===== src/rtl/imem_boot_loader.sv =====
// Boot loader: assembles a length-prefixed little-endian byte stream into 32-bit
// instruction-memory writes, holding the core in reset until the image is in.
// Optional trailing XOR checksum byte is enabled by defining BOOT_CHECKSUM_EN.
module imem_boot_loader #(
    parameter int ADDR_W    = 8,
    parameter int MAX_WORDS = 256
) (
    input  logic              clk,
    input  logic              rst,
    input  logic              rx_valid,
    input  logic [7:0]        rx_data,
    output logic              rx_ready,
    input  logic              start,
    output logic              imem_we,
    output logic [ADDR_W-1:0] imem_addr,
    output logic [31:0]       imem_wdata,
    output logic              cpu_rst,
    output logic              busy,
    output logic              done,
    output logic              error
);

    typedef enum logic [2:0] {
        S_LEN0,
        S_LEN1,
        S_DATA,
        S_WRITE,
`ifdef BOOT_CHECKSUM_EN
        S_CSUM,
`endif
        S_DONE,
        S_ERR
    } state_t;

    state_t            state_q, state_d;
    logic [15:0]       n_q;
    // One extra bit so the index can reach N == 2**ADDR_W without wrapping.
    logic [ADDR_W:0]   idx_q;
    logic [ADDR_W:0]   idx_inc;
    logic [1:0]        byte_cnt_q;
    logic [23:0]       word_q;
    logic [ADDR_W-1:0] addr_q;
    logic [31:0]       wdata_q;
`ifdef BOOT_CHECKSUM_EN
    logic [7:0]        csum_q;
`endif

    logic        xfer;
    logic [15:0] len_full;
    logic        len_bad;
    logic        last_word;

    assign xfer      = rx_valid && rx_ready;
    assign len_full  = {rx_data, n_q[7:0]};
    assign len_bad   = (len_full == 16'd0) || (32'(len_full) > 32'(MAX_WORDS));
    assign idx_inc   = idx_q + {{ADDR_W{1'b0}}, 1'b1};
    assign last_word = (32'(idx_inc) == 32'(n_q));

    assign imem_addr  = addr_q;
    assign imem_wdata = wdata_q;

    // NOTE: sequential state uses non-blocking (<=) so every flop samples the
    // pre-edge value of every other flop, independent of statement order.
    always_ff @(posedge clk) begin
        if (rst) begin
            state_q <= S_LEN0;
        end else begin
            state_q <= state_d;
        end
    end

    // NOTE: every output of this block gets a default first, so no path can
    // leave one unassigned and infer a latch.
    always_comb begin
        state_d  = state_q;
        rx_ready = 1'b0;
        imem_we  = 1'b0;
        busy     = 1'b1;
        done     = 1'b0;
        error    = 1'b0;
        cpu_rst  = 1'b1;
        unique case (state_q)
            S_LEN0: begin
                rx_ready = 1'b1;
                if (xfer) state_d = S_LEN1;
            end
            S_LEN1: begin
                rx_ready = 1'b1;
                if (xfer) state_d = len_bad ? S_ERR : S_DATA;
            end
            S_DATA: begin
                rx_ready = 1'b1;
                if (xfer && (byte_cnt_q == 2'd3)) state_d = S_WRITE;
            end
            S_WRITE: begin
                imem_we = 1'b1;
                if (last_word) begin
`ifdef BOOT_CHECKSUM_EN
                    state_d = S_CSUM;
`else
                    state_d = S_DONE;
`endif
                end else begin
                    state_d = S_DATA;
                end
            end
`ifdef BOOT_CHECKSUM_EN
            S_CSUM: begin
                rx_ready = 1'b1;
                if (xfer) state_d = (rx_data == csum_q) ? S_DONE : S_ERR;
            end
`endif
            S_DONE: begin
                busy    = 1'b0;
                done    = 1'b1;
                cpu_rst = 1'b0;
                if (start) state_d = S_LEN0;
            end
            S_ERR: begin
                busy  = 1'b0;
                error = 1'b1;
                if (start) state_d = S_LEN0;
            end
            default: state_d = S_LEN0;
        endcase
    end

    // Datapath; the write address/data are captured with the 4th byte so they
    // are stable during WRITE and simply hold afterwards.
    always_ff @(posedge clk) begin
        if (rst) begin
            n_q        <= '0;
            idx_q      <= '0;
            byte_cnt_q <= '0;
            word_q     <= '0;
            addr_q     <= '0;
            wdata_q    <= '0;
`ifdef BOOT_CHECKSUM_EN
            csum_q     <= '0;
`endif
        end else begin
            unique case (state_q)
                S_LEN0: begin
`ifdef BOOT_CHECKSUM_EN
                    csum_q <= '0;
`endif
                    if (xfer) n_q[7:0] <= rx_data;
                end
                S_LEN1: begin
                    if (xfer) begin
                        n_q[15:8]  <= rx_data;
                        idx_q      <= '0;
                        byte_cnt_q <= '0;
                    end
                end
                S_DATA: begin
                    if (xfer) begin
`ifdef BOOT_CHECKSUM_EN
                        csum_q <= csum_q ^ rx_data;
`endif
                        byte_cnt_q <= byte_cnt_q + 2'd1;
                        case (byte_cnt_q)
                            2'd0: word_q[7:0]   <= rx_data;
                            2'd1: word_q[15:8]  <= rx_data;
                            2'd2: word_q[23:16] <= rx_data;
                            default: begin
                                addr_q  <= idx_q[ADDR_W-1:0];
                                wdata_q <= {rx_data, word_q};
                            end
                        endcase
                    end
                end
                S_WRITE: idx_q <= idx_inc;
                default: ;
            endcase
        end
    end

endmodule


===== config.mk =====
export PLATFORM = sky130hd
export DESIGN_NAME = imem_boot_loader
export DESIGN_NICKNAME = d
export VERILOG_FILES = /design/src/rtl/imem_boot_loader.sv
export SDC_FILE = /design/constraint.sdc
export NUM_CORES = 1
export LEC_CHECK = 0
export ABC_AREA = 1
export BUFFER_PORTS_ARGS = -buffer_cell sky130_fd_sc_hd__buf_2
export CELL_PAD_IN_SITES_DETAIL_PLACEMENT = 1
export CELL_PAD_IN_SITES_GLOBAL_PLACEMENT = 1
export CORE_MARGIN = 2
export CORE_UTILIZATION = 44
export DETAILED_ROUTE_END_ITERATION = 8
export PLACE_DENSITY = 0.86
export REMOVE_ABC_BUFFERS = 1
export SLEW_MARGIN = 20
export SYNTH_ARGS = -nofsm -noshare
export SYNTH_HDL_FRONTEND = slang
export SYNTH_SLANG_ARGS = --single-unit
export TNS_END_PERCENT = 10

===== constraint.sdc =====
create_clock -name clk -period 3.7 [get_ports clk]
set_input_delay 0.37 -clock clk [delete_from_list [all_inputs] [get_ports clk]]
set_output_delay 0.37 -clock clk [all_outputs]
set_load 0.01 [all_outputs]

==> summary.txt <==
Status
  – Status: complete, no violations

Synth
  – Top cell type's share of synthesized area: 46.9%
  – Synthesized netlist cell count: 551
  – Synth area leaders: dfxtp_1, nand2_1, nand3_1
  – Mapped Area: 0.00401 sq mm
  – Syn Area/Cell: between 7 and 8 sq um
  – FF+latch count, synth: 94
  – YS warnings: 0
  – Sequential fraction of the synthesis area: 46.9%
  – Leading area contributor after synthesis: dfxtp_1
  – Yosys cell types: 25

Clock network
  – Hold Buf Count CTS: 0
  – CTS resizes: 0
  – Sinks on Clock Net: 94
  – CTS tree: built
  – Root Driver: clkbuf_8
  – Clock slew at reported path FFs: 0.09 ns
  – H-Tree Level Count: 3
  – Worst skew pair latency: roughly 0.37 ns
  – CTS Buf Count: 9
  – CTS Buffer Depth: 2
  – Setup bufs post-CTS: 0

Setup path
  – Req. time, crit path: 3.93 ns
  – CP endpoint kind: flip-flop
  – CP max stage delay: around 0.65 ns
  – Slowest-stage cell, CP: nor2_4
  – Worst Path Buf+Inv: 3
  – Largest delay contributor family on the critical path: simple AND/OR/NAND/NOR gates
  – Worst-path maximum fanout: 40
  – Startpoint types: flip-flop
  – CP Class: flip-flop to flip-flop
  – Critical Path AT: 2.42 ns
  – CP Cell Sequence: inv_1, nor3_2, inv_1, nor2_4, nand2_1, buf_4, nand2_1, a21oi_1

Floorplanning
  – Site Rows: 34
  – IO Count: 58
  – Initial core utilization: 45.7%
  – Overall die width: between 90 and 100 um
  – Die area: roughly 0.01 sq mm
  – Die H: 99.5 um
  – Core area: slightly below 0.009 sq mm

Route
  – Vias/cell: 5.47
  – Pre-Repair DR Iteration Count: 6
  – Via count: between 3000 and 4000
  – Drc violations: 0
  – Post-route ant nets: 0
  – Drt initial violations: 150
  – Total wire length: 11.0 mm
  – Per-cell routed wire length: 15.6 um

Final layout
  – Layout Nets: 609
  – Final Util: between 50% and 60%
  – Synth-to-layout area growth: 12.5%
  – Layout cells sized above 1: between 10% and 20%
  – Ant diodes: 0

Timing
  – Period utilization: 59.4%
  – RSZ-0062 raised after global routing: no
  – Tightest Pin Transition: between 0.8 and 0.9 ns
  – Max-slew violation count: 0
  – Worst hold margin: 0.286 ns
  – Fin crit period: between 2 and 2.5 ns
  – Final setup violation count: 0
  – Final hold viol count: 0
  – Layout Skew: 0.0133 ns
  – Slew HR: 43.3%
  – FMAX: 455 MHz
  – Setup TNS: 0 ns

Power and ir drop
  – Leakage power: 1.70 nW
  – Total power draw: 0.00181 W
  – Pwr per Cell Area: 400 mW/mm^2
  – VDD IR max: about 0.19 mV

Worst hold path
  – Hold Path Class: input pin to flip-flop

Placement
  – Gpl congestion: 0.794
  – Final HPWL DP: 7.51 mm
  – Port Buffers: 57

GRT
  – Largest net degree at the start of global routing: 42
  – Vias in the first global route: 3883
  – Initial antenna violation count: 0
  – Total GRT Usage: 23.4%
  – Global route overflow: 0
  – First-pass GRT wire length: ~19 mm

Run
  – Max-cap violations: 0
[sequential cells by signal, indices dropped and copies added (netlist names)]
name and count:
imem_wdata 32, idx_q 9, imem_addr 8, word_q 24
byte_cnt_q 2, state_q 3, n_q 16
[synthesized netlist by cell type]
cell      count
nor2_2        5
nand4_1       5
nor3_1        1
ha_1          5
a21oi_1      87
nor2_1       32
xor2_1        1
nand2_1     126
nand2_2       7
dfxtp_1      94
nor2_4        2
nor4_1        1
o21ai_0      20
buf_4         2
nor3_2        1
nand3_1      89
buf_1         1
buf_2         8
inv_2         3
inv_1        33
or2_2         2
clkbuf_1     22
nor3_4        1
a21oi_2       2
and2_4        1
[power by group]
group          switching (W)  leakage (nW)  internal (W)
clock               0.000380        0.0712      0.000246
combinational      0.0000957         0.868     0.0000376
sequential         0.0000138         0.760       0.00103
total               0.000490          1.70       0.00132
[metal layers]
layer  vias up  wire (um)  track usage [%]
met5         -          0                0
met3        15        378             4.92
met2        66       5490             39.9
li1       1899          -                -
met4         0        167             6.43
met1      1879       4990             30.1
[path summary, 6_finish.rpt]
| path | from | endpoint | slack (ns) | depth (start not counted) |
|---|---|---|---|---|
| max | state_q[1]$_SDFFE_PP0P_ | imem_wdata[28]$_SDFFE_PP0P_ | 1.50 | 8 |
| min | start | state_q[2]$_SDFFE_PP0P_ | 0.29 | 3 |
| max reg2reg | state_q[1]$_SDFFE_PP0P_ | imem_wdata[28]$_SDFFE_PP0P_ | 1.50 | 8 |
| min reg2reg | n_q[14]$_SDFFE_PP0P_ | n_q[14]$_SDFFE_PP0P_ | 0.46 | 2 |
[placed cells by master, fill, tap and decap left out, types with 2 or more instances in the layout]
| cell type | instances |
|---|---|
| nor2_4 | 3 |
| dfxtp_1 | 94 |
| nor2_1 | 32 |
| nand2_1 | 126 |
| or2_2 | 2 |
| nand2_2 | 7 |
| a21oi_1 | 87 |
| buf_2 | 57 |
| inv_2 | 3 |
| nand3_1 | 89 |
| o21ai_0 | 20 |
| clkinvlp_4 | 5 |
| ha_1 | 5 |
| a21oi_2 | 2 |
| inv_1 | 33 |
| clkbuf_8 | 9 |
| buf_4 | 6 |
| nor2_2 | 4 |
| nand4_1 | 5 |
[area by class of cell]
type / instances / area (sq um)
Fill cell: 1158 / 4250
Sequential cell: 94 / 1880
Multi-Input combinational cell: 388 / 1860
Timing Repair Buffer: 63 / 330
Inverter: 36 / 135
Tap cell: 108 / 135
Clock buffer: 10 / 128
Clock inverter: 6 / 46.3
[kinds of logic after synthesis]
kind of cell,count (synthesis),share of synthesized area (%)
buffers and inverters,69,6.90
XOR/XNOR,1,0.219
AO/OA/AOI/OAI,109,13.8
flip-flops,94,46.9
adder cells (fa/ha/maj),5,1.56
AND/OR/NAND/NOR,273,30.6
[stage by stage]
step,cell area (sq um),setup slack (ns),cells
after floorplan,3870,0.266,518
after global placement,4340,1.64,689
after detailed placement,4340,1.56,689
after CTS,4510,1.53,705
after global routing,4510,1.32,705
final,4510,1.50,705
[worst reg2reg max path: stages (launching register included)]
cell     delay [ns]
dfxtp_1        0.36
inv_1          0.11
nor3_2         0.20
inv_1          0.11
nor2_4         0.65
nand2_1        0.12
buf_4          0.31
nand2_1        0.13
a21oi_1        0.07
No activity file was read; power rests on OpenSTA's default activity.
